File: src/rtl/rfphoenix_mc_alu_sched_pkg.sv
// Shared types for the multicycle ALU issue/writeback scheduler.
//   mc_cls_t  : latency class of an operation (drives the result mux select).
//   mc_slot_t : one reservation slot. Fields are sized to the largest supported
//               widths. Modules zero-extend their narrower parameters into
//               these fields, and synthesis removes the constant upper bits.
//   popcount  : number of set bits in a 64-bit vector.
package rfphoenix_mc_alu_sched_pkg;

  localparam int MC_TID_W_MAX = 8;
  localparam int MC_RT_W_MAX  = 8;
  localparam int MC_LANES_MAX = 32;
  localparam int MC_DEPTH_MAX = 64;

  typedef enum logic [1:0] {
    MUL = 2'd0,
    FMA = 2'd1,
    CVT = 2'd2,
    EST = 2'd3
  } mc_cls_t;

  typedef struct packed {
    logic                    v;
    logic [MC_TID_W_MAX-1:0] tid;
    logic [MC_RT_W_MAX-1:0]  rt;
    logic [MC_LANES_MAX-1:0] mask;
    mc_cls_t                 cls;
  } mc_slot_t;

  function automatic logic [6:0] popcount(input logic [MC_DEPTH_MAX-1:0] x);
    logic [6:0] n;
    n = '0;
    for (int i = 0; i < MC_DEPTH_MAX; i++) begin
      n = n + {6'd0, x[i]};
    end
    return n;
  endfunction

endpackage

File: src/rtl/rfphoenix_wb_resv.sv
// Writeback reservation shift register.
// slot[i] completes i cycles from now. Every clock the array shifts down by
// one and the top slot is refilled with an empty entry. An accepted issue
// overwrites the slot at ins_idx. A flush then clears v on every slot whose
// tid matches; the flush therefore also catches an op inserted at the same edge.
// Ports:
//   clk, rst        : clock, asynchronous active-low reset
//   ins_v/idx/slot  : insert request, target index, slot contents
//   flush_v/tid     : clear v of all slots carrying flush_tid
//   slot0           : current head slot (completing this cycle)
//   v_vec           : current valid bit of each slot
//   count           : registered popcount of the valid bits
module rfphoenix_wb_resv
  import rfphoenix_mc_alu_sched_pkg::*;
#(
  parameter int MAXLAT = 16,
  parameter int IDX_W  = $clog2(MAXLAT),
  parameter int CNT_W  = $clog2(MAXLAT + 1)
) (
  input  logic                    clk,
  input  logic                    rst,
  input  logic                    ins_v,
  input  logic [IDX_W-1:0]        ins_idx,
  input  mc_slot_t                ins_slot,
  input  logic                    flush_v,
  input  logic [MC_TID_W_MAX-1:0] flush_tid,
  output mc_slot_t                slot0,
  output logic [MAXLAT-1:0]       v_vec,
  output logic [CNT_W-1:0]        count
);

  mc_slot_t          slot_q [MAXLAT];
  mc_slot_t          slot_d [MAXLAT];
  logic [MAXLAT-1:0] v_next;
  logic [CNT_W-1:0]  count_q;
  logic [CNT_W-1:0]  count_d;

  always_comb begin
    for (int i = 0; i < MAXLAT - 1; i++) begin
      slot_d[i] = slot_q[i+1];
    end
    slot_d[MAXLAT-1] = '0;
    for (int i = 0; i < MAXLAT; i++) begin
      if (ins_v && (ins_idx == IDX_W'(i))) begin
        slot_d[i] = ins_slot;
      end
      if (flush_v && (slot_d[i].tid == flush_tid)) begin
        slot_d[i].v = 1'b0;
      end
    end
  end

  genvar gi;
  generate
    for (gi = 0; gi < MAXLAT; gi++) begin : g_vbits
      assign v_vec[gi]  = slot_q[gi].v;
      assign v_next[gi] = slot_d[gi].v;
    end
  endgenerate

  // The count is taken from the next state so it lines up with the slots after the edge.
  always_comb begin
    count_d = CNT_W'(popcount(MC_DEPTH_MAX'(v_next)));
  end

  always_ff @(posedge clk or negedge rst) begin
    if (!rst) begin
      for (int i = 0; i < MAXLAT; i++) begin
        slot_q[i] <= '0;
      end
      count_q <= '0;
    end else begin
      for (int i = 0; i < MAXLAT; i++) begin
        slot_q[i] <= slot_d[i];
      end
      count_q <= count_d;
    end
  end

  assign slot0 = slot_q[0];
  assign count = count_q;

endmodule

File: src/rtl/rfphoenix_mc_alu_sched.sv
// Issue and writeback scheduler for the multicycle ALU lanes.
// One op per cycle is accepted with a latency class. The op is reserved in the
// single writeback slot L cycles ahead, and done pulses when it completes.
// Ports:
//   clk, rst                 : clock, asynchronous active-low reset
//   issue_v/rdy              : issue handshake (rdy is combinational in issue_cls)
//   issue_cls/tid/rt/mask    : operation tag
//   flush_v/flush_tid        : per-thread flush of in-flight ops
//   done, rido, rt_o, mask_o : completing op (fields are 0 when not done)
//   sel_o                    : class of completing op, drives the result mux
//   busy, inflight           : any op in flight / number of valid slots
module rfphoenix_mc_alu_sched
  import rfphoenix_mc_alu_sched_pkg::*;
#(
  parameter int TID_W   = 4,
  parameter int LANES   = 4,
  parameter int RT_W    = 6,
  parameter int MAXLAT  = 16,
  parameter int LAT_MUL = 8,
  parameter int LAT_FMA = 8,
  parameter int LAT_CVT = 7,
  parameter int LAT_EST = 5
) (
  input  logic                         clk,
  input  logic                         rst,
  input  logic                         issue_v,
  output logic                         issue_rdy,
  input  logic [1:0]                   issue_cls,
  input  logic [TID_W-1:0]             issue_tid,
  input  logic [RT_W-1:0]              issue_rt,
  input  logic [LANES-1:0]             issue_mask,
  input  logic                         flush_v,
  input  logic [TID_W-1:0]             flush_tid,
  output logic                         done,
  output logic [TID_W-1:0]             rido,
  output logic [RT_W-1:0]              rt_o,
  output logic [LANES-1:0]             mask_o,
  output logic [1:0]                   sel_o,
  output logic                         busy,
  output logic [$clog2(MAXLAT+1)-1:0]  inflight
);

  localparam int IDX_W = $clog2(MAXLAT);
  localparam int CNT_W = $clog2(MAXLAT + 1);

  // Reject configurations the slot array cannot represent.
  generate
    if (LAT_MUL < 1 || LAT_MUL > MAXLAT - 1 || LAT_FMA < 1 || LAT_FMA > MAXLAT - 1 ||
        LAT_CVT < 1 || LAT_CVT > MAXLAT - 1 || LAT_EST < 1 || LAT_EST > MAXLAT - 1) begin : g_bad_lat
      $error("rfphoenix_mc_alu_sched: class latency outside 1..MAXLAT-1");
    end
    if (MAXLAT < 2 || MAXLAT > MC_DEPTH_MAX || TID_W > MC_TID_W_MAX ||
        RT_W > MC_RT_W_MAX || LANES > MC_LANES_MAX) begin : g_bad_size
      $error("rfphoenix_mc_alu_sched: parameter exceeds supported range");
    end
  endgenerate

  logic [IDX_W-1:0]  lat;
  logic [IDX_W-1:0]  ins_idx;
  logic              accept;
  mc_slot_t          ins_slot;
  mc_slot_t          slot0;
  logic [MAXLAT-1:0] v_vec;
  logic              slot0_unused;

  always_comb begin
    case (issue_cls)
      2'd0:    lat = IDX_W'(LAT_MUL);
      2'd1:    lat = IDX_W'(LAT_FMA);
      2'd2:    lat = IDX_W'(LAT_CVT);
      default: lat = IDX_W'(LAT_EST);
    endcase
  end

  // slot[L] is what shifts into slot[L-1] this edge. If it is occupied, the
  // new op would share a writeback cycle with it.
  assign issue_rdy = rst & ~v_vec[lat];
  assign accept    = issue_v & issue_rdy;
  assign ins_idx   = lat - IDX_W'(1);

  always_comb begin
    ins_slot      = '0;
    ins_slot.v    = 1'b1;
    ins_slot.tid  = MC_TID_W_MAX'(issue_tid);
    ins_slot.rt   = MC_RT_W_MAX'(issue_rt);
    ins_slot.mask = MC_LANES_MAX'(issue_mask);
    ins_slot.cls  = mc_cls_t'(issue_cls);
  end

  rfphoenix_wb_resv #(
    .MAXLAT (MAXLAT),
    .IDX_W  (IDX_W),
    .CNT_W  (CNT_W)
  ) u_resv (
    .clk       (clk),
    .rst       (rst),
    .ins_v     (accept),
    .ins_idx   (ins_idx),
    .ins_slot  (ins_slot),
    .flush_v   (flush_v),
    .flush_tid (MC_TID_W_MAX'(flush_tid)),
    .slot0     (slot0),
    .v_vec     (v_vec),
    .count     (inflight)
  );

  // A flushed slot keeps its tag with v cleared, so the tag fields are gated.
  assign done   = slot0.v;
  assign rido   = slot0.v ? slot0.tid[TID_W-1:0]   : '0;
  assign rt_o   = slot0.v ? slot0.rt[RT_W-1:0]     : '0;
  assign mask_o = slot0.v ? slot0.mask[LANES-1:0]  : '0;
  assign sel_o  = slot0.v ? slot0.cls              : 2'd0;
  assign busy   = |v_vec;

  // The upper tag bits beyond the configured widths are always zero.
  assign slot0_unused = ^slot0;

endmodule

File: config.mk
export PLATFORM = sky130hd
export DESIGN_NAME = rfphoenix_mc_alu_sched
export DESIGN_NICKNAME = d
export VERILOG_FILES = /design/src/rtl/rfphoenix_mc_alu_sched_pkg.sv /design/src/rtl/rfphoenix_wb_resv.sv /design/src/rtl/rfphoenix_mc_alu_sched.sv
export SDC_FILE = /design/constraint.sdc
export NUM_CORES = 1
export LEC_CHECK = 0
export ABC_AREA = 1
export CORE_MARGIN = 2
export CORE_UTILIZATION = 25
export DETAILED_ROUTE_END_ITERATION = 6
export PLACE_DENSITY = 0.47
export SKIP_LAST_GASP = 1
export SYNTH_ARGS = -nofsm -noshare
export SYNTH_HDL_FRONTEND = slang
export SYNTH_HIERARCHICAL = 1
export SYNTH_SLANG_ARGS = --single-unit
File: constraint.sdc
create_clock -name clk -period 8.3 [get_ports clk]
set_input_delay 1.66 -clock clk [delete_from_list [all_inputs] [get_ports clk]]
set_output_delay 1.66 -clock clk [all_outputs]
set_load 0.02 [all_outputs]
Word level (Yosys, flattened, before mapping)
Index checks and enable logic that the tools add are counted.
- add/subtract/negate cells: 16
- multiply operators: 0
- div/mod/pow operators: 0
- magnitude comparators: 1
- equality and inequality tests: 33
- shifts and indexed selects: 0
- multiplexer cells: 39
- bitwise operators: 3
- reductions and logical operators: 36
- operators by type and width (operator ; count):
    two-way mux 51 bit ; 16
    equality test 8 x 4 -> 1 bit ; 16
    adder 5 x 1 -> 5 bit ; 14
    equality test 4 bit (second input constant) ; 8
    logical AND 1 bit ; 32
    two-way mux 1 bit ; 17
    equality test 4 x 3 -> 1 bit (second input constant) ; 4
    OR reduction 16 bit ; 1
    equality test 4 x 2 -> 1 bit (second input constant) ; 2
    two-way mux 4 bit ; 2
    one-hot mux 4 bit (2 select lines) ; 1
    two-way mux 6 bit ; 1
    less-than comparator 4 x 5 -> 1 bit (second input constant) ; 1
    binary-select mux 1 bit (select 4 bit) ; 1
    equality test 4 x 1 -> 1 bit (second input constant) ; 1
    zero test 4 bit ; 1
    subtractor 4 x 1 -> 4 bit (second input constant) ; 1
    adder 1 x 1 -> 2 bit ; 1
    bitwise AND 1 bit ; 2
    equality test 2 x 1 -> 1 bit (second input constant) ; 1
    equality test 2 bit (second input constant) ; 1
    zero test 2 bit ; 1
    two-way mux 2 bit ; 1
    OR reduction 2 bit ; 1
    NOT 1 bit ; 1
- register bits after elaboration: 787
- latch bits: 0
- bits in writable memories: 0
- memory bits (read-only): 0
- input port bits: 24
- word-level logic and storage cells: 209
- memories: 0

Logic depth before layout (Yosys ltp)
- depth after elaboration: 28
- gate-level depth with buffers: 29
- mapped depth without buffers: 27

Modules after synthesis
The synthesis kept the hierarchy.
- by module, submodules not included (module ; instances ; cells each ; area each (sq um) ; sequential area each (sq um)):
    rfphoenix_wb_resv ; 1 ; 3563 ; 32712.6 ; 20544.7
    rfphoenix_mc_alu_sched ; 1 ; 67 ; 266.5 ; 0.0

Worst setup path after synthesis
No wires, ideal clock.
- path kind: in2reg
- start: in issue_cls[0]
- end: reg u_resv.count_q[2], in the netlist u_resv/count[2]
- arrival: 5.848 ns
- data required time: 8.176 ns
- path slack: 2.328 ns
- stages: 24
- path buffers: 1
- cell sequence: inv_1 > nand2_1 > nand3_1 > nand2_1 > nor2_2 > nand3_1 > nor2_1 > clkbuf_1 > nand2_1 > nand3_1 > nand2_1 > nor2_1 > nand3_1 > nor2_1 > nor2_1 > fa_1 > inv_1 > fa_1 > fa_1 > fa_1 > inv_1 > ha_1 > fa_1 > xor2_1
- RTL lines (what ; line ; RTL):
    start: declaration ; rfphoenix_mc_alu_sched.sv:28 ; input logic [1:0] issue_cls,
    end signal: assignment ; rfphoenix_wb_resv.sv:76 ; count_q <= count_d;
    end: declaration ; rfphoenix_wb_resv.sv:35 ; logic [CNT_W-1:0] count_q;

==> metrics.md <==
| Metric | Value |
|---|---|
| Setup violators final | 0 |
| Max Buffers Root-to-Sink | 3 |
| Worst-Margin Slew | 1.492 ns |
| Final Slew Violations | 0 |
| Worst skew pair latency | 0.55 ns |
| Clk sink count | 337 |
| WP data required | 8.71 ns |
| # Max-Cap Violations | 0 |
| Final hold vios | 0 |
| Non-Filler Instances | 2890 |
| Final Skew | 0.01250 ns |
| Die ar. | 66380 sq um |
| Post-CTS setup buffer count | 0 |
| Via count | 12930 |
| Starting Density | 25.41% |
| Gr usage total | 14.45% |
| Largest net degree at the start of global routing | 178 |
| Syn Inst Count | 2060 |
| Detailed placer's ending HPWL | 31460 microns |
| Initial antenna violation count | 0 |
| Synth Area per Inst | 7.808 sq um |
| Startpoint types | input pin |
| Final period util | 79.44% |
| Mapped cell area | 16080 sq um |
| WL per Instance | 16.54 microns |
| H-tree level count | 2 |
| Power per standard cell area | 216.5 nW/um^2 |
| PortBufs | 47 |
| Cells after DPL | 2819 |
| Fmax | 151.7 MHz |
| Vias in the first global route | 12540 |
| Cells on worst reg2reg path | 25 |
| HP Class | reg2reg |
| Final Power | 3.985 mW |
| Post-DRT Antenna Nets | 0 |
| # rows | 92 |
| Crit Path Max Fanout | 15 |
| Arr. time, crit path | 7.00 ns |
| Grt ovf | 0 |
| Crit. path cell count | 21 |
| Yosys warning total | 6 |
| DR iter-0 viols | 1017 |
| Vias per cell | 4.473 |
| Area Growth Syn to Fin | 14.44% |
| CTS tree | yes |
| Fin crit period | 6.593 ns |
| CTS clock-pin slew for the worst setup and hold paths | 0.06 ns |
| Clock root buffer | clkbuf_16 |
| Cts hold-fix bufs | 0 |
| Setup TNS Final | 0 ns |
| Die width | 257.6 microns |
| Worst Setup Path Type | in2reg |
| CP Buf/Inv Count | 4 |
| Rel. slew slack | 0.2820% |
| Routed wire length | 47800 microns |
| Number of iterations in the first detailed-routing pass | 5 |
| Critical Path, Cell by Cell | clkdlybuf4s50_1, nand2_1, inv_1, nor2_4, nand3_1, o21ai_0, nand2_1, nand2_1, nand3b_1, nor2_1, nor2_1, fa_1, inv_1, fa_1, fa_1, fa_1, inv_1, ha_1, fa_1, nand2_1, a21boi_0 |
| Status | finished clean |
| Post-CTS sizing | 0 |
| Layout Nets | 2053 |
| First-pass GRT wire length | 74930 microns |
| Share of cells above drive strength 1 | 5.088% |
| Ant. Diodes | 0 |
| Leakage power | 9.181 nW |
| DIE HEIGHT | 257.6 microns |
| Hold path cells | 2 |
| RSZ-0062 raised after global routing | false |
| Slowest-stage cell, CP | clkdlybuf4s50_1 |
| Global placement routability congestion | 0.8555 |
| CTS buffer count | 39 |
| # IOs | 48 |
| CP top delay family | adder cells |
| DRC errors left | 0 |
| CP peak stage delay | 0.52 ns |
| Worst VDD drop | 0.0001019 V |
| Crit path top cell by count | fa_1 |
| Hold slack | 0.4443 ns |
| Core box area | 63310 sq um |
| Worst Setup End Kind | flop |
[power by group]
group | switching [mW] | internal, mW | leakage, nW
combinational | 0.287 | 0.128 | 3.88
sequential | 0.0332 | 1.72 | 4.63
clock | 0.705 | 1.11 | 0.670
total | 1.02 | 2.96 | 9.18
[worst paths after layout]
path / start / endpoint / slack [ns]
worst max-delay path: issue_cls[1] / u_resv/count[4] / 1.71
worst min-delay path: u_resv/slot_q[238] / u_resv/slot_q[289] / 0.44
worst max register to register: u_resv/v_vec[5] / u_resv/count[4] / 3.01
worst min register to register: u_resv/slot_q[238] / u_resv/slot_q[289] / 0.44
max in group asynchronous: rst / u_resv/slot_q[150] / 4.91
min in group asynchronous: rst / u_resv/slot_q[302] / 1.04
[worst register-to-register path, cell delays in order, from the launching register on]
cell      delay, ns
dfrtp_1        0.41
inv_1          0.08
nand2_1        0.05
nand3_1        0.08
nand2_1        0.09
nor2_2         0.15
nand3_1        0.18
nor2_2         0.42
nand2_1        0.15
nand2_1        0.12
nand2_1        0.07
nand2_1        0.09
nor2_1         0.05
nand2_1        0.09
o21ai_1        0.14
fa_1           0.52
inv_1          0.05
fa_1           0.48
inv_1          0.06
fa_1           0.49
fa_1           0.50
inv_1          0.05
ha_1           0.20
fa_1           0.45
nand2_1        0.08
a21boi_0       0.09
[layout by cell type, fill, tap and decap left out, types with 39 or more instances in the layout]
master / n
clkbuf_16: 39
clkdlybuf4s50_1: 46
conb_1: 39
dfrtp_1: 337
inv_1: 131
nand2_1: 748
nand3_1: 146
nor2_1: 145
o21ai_0: 207
o21ai_1: 41
[registers in the layout, summed over array words and instances, names as in the netlist]
signal and cells:
u_resv/slot_q 300, u_resv/v_vec 15, u_resv/slot0 17, u_resv/count 5
[stage by stage]
| stage | util, % | cell area, sq um | worst slack (ns) |
|---|---|---|---|
| 2_1_floorplan | - | 16220 | 2.328 |
| 3_3_place_gp | 26.91 | 17040 | 1.281 |
| 3_5_place_dp | 26.91 | 17040 | 1.192 |
| 4_1_cts | 29.07 | 18410 | 1.730 |
| 5_1_grt | 29.07 | 18410 | 1.298 |
| 6_report | 29.07 | 18410 | 1.707 |
[layout make-up]
type / count / area (sq um)
Clock buffer: 60 / 1185
Clock inverter: 11 / 183.9
Fill cell: 6844 / 44900
Inverter: 139 / 521.8
Multi-Input combinational cell: 1424 / 6341
Sequential cell: 337 / 8433
Tap cell: 846 / 1059
Timing Repair Buffer: 73 / 683.2
[metal layers]
| layer | vias up | routed length (microns) | GRT usage (%) |
|---|---|---|---|
| met5 | - | 0 | 0 |
| met4 | 0 | 1127 | 4.464 |
| met3 | 63 | 2307 | 2.051 |
| met2 | 331 | 22340 | 24.02 |
| met1 | 6235 | 22030 | 19.47 |
| li1 | 6298 | - | - |
(Power assumes the default switching activity.)
